### src/rtl/pc_gen_if.sv
// Fetch-stage control bundle between the core pipeline and the PC generator.
// The master side is the pipeline (redirects, stall, debug); the slave side
// is pc_gen, which returns the fetch address and trap bookkeeping.
interface pc_gen_if #(
  parameter int XLEN = 32
);
  logic            stall;
  logic            br_taken;
  logic [XLEN-1:0] br_target;
  logic            jmp_valid;
  logic [XLEN-1:0] jmp_target;
  logic            trap_req;
  logic            mret;
  logic            halt_req;
  logic            resume;
  logic            is_c;
  logic [XLEN-1:0] pc;
  logic [XLEN-1:0] pc_next;
  logic            pc_valid;
  logic            halted;
  logic            misalign_exc;
  logic [XLEN-1:0] bad_addr;
  logic [XLEN-1:0] epc;

  modport master (
    output stall, br_taken, br_target, jmp_valid, jmp_target,
           trap_req, mret, halt_req, resume, is_c,
    input  pc, pc_next, pc_valid, halted, misalign_exc, bad_addr, epc
  );

  modport slave (
    input  stall, br_taken, br_target, jmp_valid, jmp_target,
           trap_req, mret, halt_req, resume, is_c,
    output pc, pc_next, pc_valid, halted, misalign_exc, bad_addr, epc
  );
endinterface

### src/rtl/pc_gen.sv
// Program-counter generator for the rv32i fetch stage.
//
// state | meaning
// BOOT  | first cycle after reset, pc parked at RESET_VEC, not yet valid
// RUN   | fetching; pc advances or redirects every cycle
// HALT  | debug halt; pc frozen, only trap_req can move it
module pc_gen #(
  parameter int              XLEN      = 32,
  parameter logic [XLEN-1:0] RESET_VEC = 32'h0000_0000,
  parameter logic [XLEN-1:0] TRAP_VEC  = 32'h0000_0100,
  parameter int              IALIGN    = 32
) (
  input logic   clk,
  input logic   rst,
  pc_gen_if.slave bus
);

  typedef enum logic [1:0] {
    BOOT = 2'd0,
    RUN  = 2'd1,
    HALT = 2'd2
  } state_t;

  state_t          state_q, state_d;
  logic [XLEN-1:0] pc_q, pc_d;
  logic [XLEN-1:0] epc_q, epc_d;
  logic [XLEN-1:0] bad_addr_q, bad_addr_d;
  logic            misalign_q, misalign_d;
  logic [XLEN-1:0] step;

  // With compressed support only bit 0 must be clear; otherwise bits [1:0].
  function automatic logic is_misaligned(input logic [XLEN-1:0] t);
    if (IALIGN == 16) return t[0];
    else              return |t[1:0];
  endfunction

  // Sequential step is 2 only for a 16-bit instruction in a compressed build.
  always_comb begin
    step = XLEN'(4);
    if (IALIGN == 16 && bus.is_c) step = XLEN'(2);
  end

  // Next-state, next-PC and trap bookkeeping selection.
  always_comb begin
    state_d    = state_q;
    pc_d       = pc_q;
    epc_d      = epc_q;
    bad_addr_d = bad_addr_q;
    misalign_d = 1'b0;
    case (state_q)
      BOOT: begin
        pc_d    = RESET_VEC;
        state_d = RUN;
      end
      RUN: begin
        if (bus.trap_req) begin
          pc_d  = TRAP_VEC;
          epc_d = pc_q;
        end else if (bus.mret) begin
          pc_d = epc_q;
        end else if (bus.jmp_valid) begin
          if (is_misaligned(bus.jmp_target)) begin
            pc_d       = TRAP_VEC;
            epc_d      = pc_q;
            bad_addr_d = bus.jmp_target;
            misalign_d = 1'b1;
          end else begin
            pc_d = bus.jmp_target;
          end
        end else if (bus.br_taken) begin
          if (is_misaligned(bus.br_target)) begin
            pc_d       = TRAP_VEC;
            epc_d      = pc_q;
            bad_addr_d = bus.br_target;
            misalign_d = 1'b1;
          end else begin
            pc_d = bus.br_target;
          end
        end else if (bus.halt_req) begin
          // Halt only when no redirect is pending; the instruction at pc is
          // re-fetched after resume, so pc is frozen here.
          state_d = HALT;
        end else if (!bus.stall) begin
          pc_d = pc_q + step;
        end
      end
      HALT: begin
        if (bus.trap_req) begin
          pc_d  = TRAP_VEC;
          epc_d = pc_q;
        end
        if (bus.resume && !bus.halt_req) state_d = RUN;
      end
      default: begin
        state_d = BOOT;
        pc_d    = RESET_VEC;
      end
    endcase
  end

  // State and PC registers with synchronous reset.
  always_ff @(posedge clk) begin
    if (rst) begin
      state_q    <= BOOT;
      pc_q       <= RESET_VEC;
      epc_q      <= '0;
      bad_addr_q <= '0;
      misalign_q <= 1'b0;
    end else begin
      state_q    <= state_d;
      pc_q       <= pc_d;
      epc_q      <= epc_d;
      bad_addr_q <= bad_addr_d;
      misalign_q <= misalign_d;
    end
  end

  assign bus.pc           = pc_q;
  assign bus.pc_next      = pc_d;
  assign bus.pc_valid     = (state_q == RUN);
  assign bus.halted       = (state_q == HALT);
  assign bus.misalign_exc = misalign_q;
  assign bus.bad_addr     = bad_addr_q;
  assign bus.epc          = epc_q;

endmodule

### src/flat_wrapper.sv
// flat-port wrapper written by rule: the top's interface ports become plain ports
module pc_gen_flat 
#(
  parameter int              XLEN      = 32,
  parameter logic [XLEN-1:0] RESET_VEC = 32'h0000_0000,
  parameter logic [XLEN-1:0] TRAP_VEC  = 32'h0000_0100,
  parameter int              IALIGN    = 32
)
  (clk, rst, bus_stall, bus_br_taken, bus_br_target, bus_jmp_valid, bus_jmp_target, bus_trap_req, bus_mret, bus_halt_req, bus_resume, bus_is_c, bus_pc, bus_pc_next, bus_pc_valid, bus_halted, bus_misalign_exc, bus_bad_addr, bus_epc);
  pc_gen_if #(.XLEN(XLEN)) bus_i ();
  input logic clk;
  input logic rst;
  input wire logic [$bits(bus_i.stall)-1:0] bus_stall;
  input wire logic [$bits(bus_i.br_taken)-1:0] bus_br_taken;
  input wire logic [$bits(bus_i.br_target)-1:0] bus_br_target;
  input wire logic [$bits(bus_i.jmp_valid)-1:0] bus_jmp_valid;
  input wire logic [$bits(bus_i.jmp_target)-1:0] bus_jmp_target;
  input wire logic [$bits(bus_i.trap_req)-1:0] bus_trap_req;
  input wire logic [$bits(bus_i.mret)-1:0] bus_mret;
  input wire logic [$bits(bus_i.halt_req)-1:0] bus_halt_req;
  input wire logic [$bits(bus_i.resume)-1:0] bus_resume;
  input wire logic [$bits(bus_i.is_c)-1:0] bus_is_c;
  output wire logic [$bits(bus_i.pc)-1:0] bus_pc;
  output wire logic [$bits(bus_i.pc_next)-1:0] bus_pc_next;
  output wire logic [$bits(bus_i.pc_valid)-1:0] bus_pc_valid;
  output wire logic [$bits(bus_i.halted)-1:0] bus_halted;
  output wire logic [$bits(bus_i.misalign_exc)-1:0] bus_misalign_exc;
  output wire logic [$bits(bus_i.bad_addr)-1:0] bus_bad_addr;
  output wire logic [$bits(bus_i.epc)-1:0] bus_epc;
  assign bus_i.stall = bus_stall;
  assign bus_i.br_taken = bus_br_taken;
  assign bus_i.br_target = bus_br_target;
  assign bus_i.jmp_valid = bus_jmp_valid;
  assign bus_i.jmp_target = bus_jmp_target;
  assign bus_i.trap_req = bus_trap_req;
  assign bus_i.mret = bus_mret;
  assign bus_i.halt_req = bus_halt_req;
  assign bus_i.resume = bus_resume;
  assign bus_i.is_c = bus_is_c;
  assign bus_pc = bus_i.pc;
  assign bus_pc_next = bus_i.pc_next;
  assign bus_pc_valid = bus_i.pc_valid;
  assign bus_halted = bus_i.halted;
  assign bus_misalign_exc = bus_i.misalign_exc;
  assign bus_bad_addr = bus_i.bad_addr;
  assign bus_epc = bus_i.epc;
  pc_gen #(.XLEN(XLEN), .RESET_VEC(RESET_VEC), .TRAP_VEC(TRAP_VEC), .IALIGN(IALIGN)) u_core (.clk(clk), .rst(rst), .bus(bus_i));
endmodule
### config.mk
export PLATFORM = sky130hd
export DESIGN_NAME = pc_gen_flat
export DESIGN_NICKNAME = d
export VERILOG_FILES = /design/src/rtl/pc_gen_if.sv /design/src/rtl/pc_gen.sv /design/src/flat_wrapper.sv
export SDC_FILE = /design/constraint.sdc
export NUM_CORES = 1
export LEC_CHECK = 0
export CORE_ASPECT_RATIO = 1.25
export CORE_MARGIN = 8
export CORE_UTILIZATION = 64
export DETAILED_ROUTE_END_ITERATION = 8
export DONT_BUFFER_PORTS = 1
export PLACE_DENSITY_LB_ADDON = 0.08
export RECOVER_POWER = 100
export SKIP_CTS_REPAIR_TIMING = 1
export SLEW_MARGIN = 20
export SYNTH_ARGS = -nofsm -noshare
export SYNTH_HDL_FRONTEND = slang
export SYNTH_SLANG_ARGS = --single-unit
### constraint.sdc
create_clock -name clk -period 2.71 [get_ports clk]
set_input_delay 0.4065 -clock clk [delete_from_list [all_inputs] [get_ports clk]]
set_output_delay 0.4065 -clock clk [all_outputs]
set_load 0.01 [all_outputs]
==> out/qor.yml <==
timing:
  post-route-period-util_pct: 101.4
  min_period_ns: 2.749
  hold_viol: 0
  drv_slew: 0
  tns_ns: -0.09221
  slew_headroom_pct: 32.42
  clock_skew_ns: 0.01211
  timing_worst_slew_pin_value_ns: 1.014
  setup_viol: 3
  rsz0062_at_grt: "yes"
  max_freq_ghz: 0.3638
  setup_ws_ns: -0.03868
yosys:
  synthCells: 714
  async_flop_share_pct: 0
  synth_warnings: 0
  synth-edff-count: 0
  synth_cell_types: 63
  avgSynthCellArea_um2: 7.917
  ys_ff_latch: 99
  ys_seq_area_share_pct: 35.06
  synth-main-ff-cell: "dfxtp_1"
  synth_nets: 792
  syn_area_um2: 5653
setup_path:
  crit_required_ns: 2.30
  path_max_fanout: 7
  crit_buf_inv: 1
  criticalPathCategory: "register to output pin"
  cp_data_arrival_time_ns: 2.34
  cp_cell_sequence: "ha_1 -> nor3b_4 -> nand3_1 -> o31a_1 -> o211ai_1 -> a21oi_1 -> buf_4"
  critPathTopFamily: "compound AO/OA/AOI/OAI gates"
  cp-end-kind: "output pin"
  slowest_delay_ns: 0.40
  cp_slowest_cell: "dfxtp_4"
  crit_path_start_kind: "register"
routing:
  wl_per_cell_um: 25.51
  antenna_left: 0
  firstDrtPassIters: 6
  first_iter_violations: 619
  remaining_drc_errors: 0
  via_per_inst: 7.039
  routed_wl_mm: 22.63
  num_vias: 6244
cells_and_area:
  final_common_cell: "nand2_1"
  stdcell_area_um2: 6875
  fin_nets: 840
  utilization_pct: 79.45
  final_cells: 887
  most-common-layout-cells: "nand2_1, dfxtp_1, buf_4"
  area_growth_pct: 21.62
  drive_above_1_share_pct: 24.25
  num_antenna_cells: 0
floorplanning:
  num_rows: 38
  die_w_um: 100.1
  die_height_um: 121.1
  start_util_pct: 65.33
  ios: 205
  core-area_um2: 8653
  dieArea_um2: 12110
place:
  gp_congestion: 1.010
  numPortBuffers: 0
  dp_hpwl_mm: 16.17
  dpl_worst_slack_ns: 0.1768
  dp.cells: 848
  post_dp_cell_area_um2: 6136
global_route:
  grt.total_usage_pct: 33.85
  antenna_found_initial: 0
  grt_max_degree: 70
  grt_pass1_vias: 5686
  grt_overflow: 0
  grt_pass1_wl_mm: 31.97
clocking:
  clkSinkCount: 99
  numCtsBuffers: 9
  cts_root_buffer: "clkbuf_8"
  clk_pin_slew_ns: 0.10
  clk_latency_ns: 0.40
  cts_tree: "built"
  htree_levels: 3
  clock_path_buffers: 2
status:
  violations: "setup timing"
  outcome: "finished with violations"
worst_hold_path:
  hp-class: "primary input to register"
power:
  vdd_drop_max_v: 0.0002906
  p_leak_nw: 2.349
  p_per_area_nw_per_um2: 430.8
flow_run:
  cap_violations: 0
through the flow:
stage / hold slack [ns] / total power [mW]
floorplan: 0.4878 / 1.804
global placement: 0.4853 / 1.878
detailed placement: 0.4880 / 1.892
CTS: 0.07953 / 2.904
global route: 0.05873 / 3.036
finish: 0.06673 / 2.962
final cells by class:
cell class,instances,area (um2)
Multi-Input combinational cell,546,3747
Sequential cell,99,1998
Fill cell,620,1778
Timing Repair Buffer,99,740.7
Tap cell,120,150.1
Clock buffer,12,135.1
Clock inverter,4,75.07
Inverter,7,28.78
path summary, 6_finish.rpt:
kind / from / slack (ns) / end / cells after the start
hold / removal: rst / 0.07 / u_core.bus.bad_addr[21]$_SDFFE_PP0P_ / 1
hold reg to reg: u_core.bus.epc[30]$_SDFFE_PP0P_ / 0.52 / u_core.bus.epc[30]$_SDFFE_PP0P_ / 2
setup / recovery: u_core.bus.pc[2]$_SDFF_PP0_ / -0.04 / bus_pc_next[22] / 7
setup reg to reg: u_core.state_q[1]$_SDFFE_PP0P_ / 0.28 / u_core.bus.epc[21]$_SDFFE_PP0P_ / 8
power by group:
part           internal, mW  leakage [nW]  switching [mW]  total (mW)
combinational         0.143          1.45           0.250       0.393
sequential             1.48         0.804          0.0306        1.51
clock                 0.522        0.0968           0.539        1.06
worst register-to-register path, cell delays in order, from the launching register on:
cell and delay (ns):
dfxtp_4 0.37, buf_4 0.14, ha_4 0.17, buf_4 0.15
a2111oi_0 0.71, o22a_1 0.26, buf_4 0.28, nand2_1 0.11
a21oi_1 0.15
routing by layer:
layer  GRT usage (%)  vias up  share of wire (%)
met1           39.12     2936                 35
li1                -     2726                  -
met3           11.71      115                 14
met2           54.20      467                 46
met5               0        -                  0
met4           17.25        0                5.4
cells by family after synthesis:
group / count (synthesis) / share of synthesized area [%]
flops: 99 / 35.06
fa+ha+maj: 4 / 0.8854
simple gates: 277 / 24.79
mux: 32 / 5.688
xor+xnor: 17 / 2.634
buf+inv: 69 / 5.113
compound gates: 216 / 25.83
flip-flops by register name (all words and copies together) (netlist names):
signal                   flops
u_core.bus.bad_addr         32
u_core.bus.pc               32
u_core.bus.epc              32
u_core.bus.misalign_exc      1
u_core.state_q               2
synthesized netlist by cell type, drive strengths merged (10+ instances only):
cell / number / area (um2)
nand2: 103 / 386.6
a21oi: 58 / 290.3
mux2i: 31 / 310.3
nor4: 13 / 102.6
a211oi: 39 / 292.8
dfxtp: 99 / 1982
clkbuf: 42 / 158.9
nor3: 10 / 61.31
buf: 20 / 103.9
and2: 15 / 93.84
xnor2: 16 / 140.1
o21ai: 26 / 130.1
nor2: 76 / 285.3
a22oi: 27 / 202.7
(Power assumes the default switching activity.)
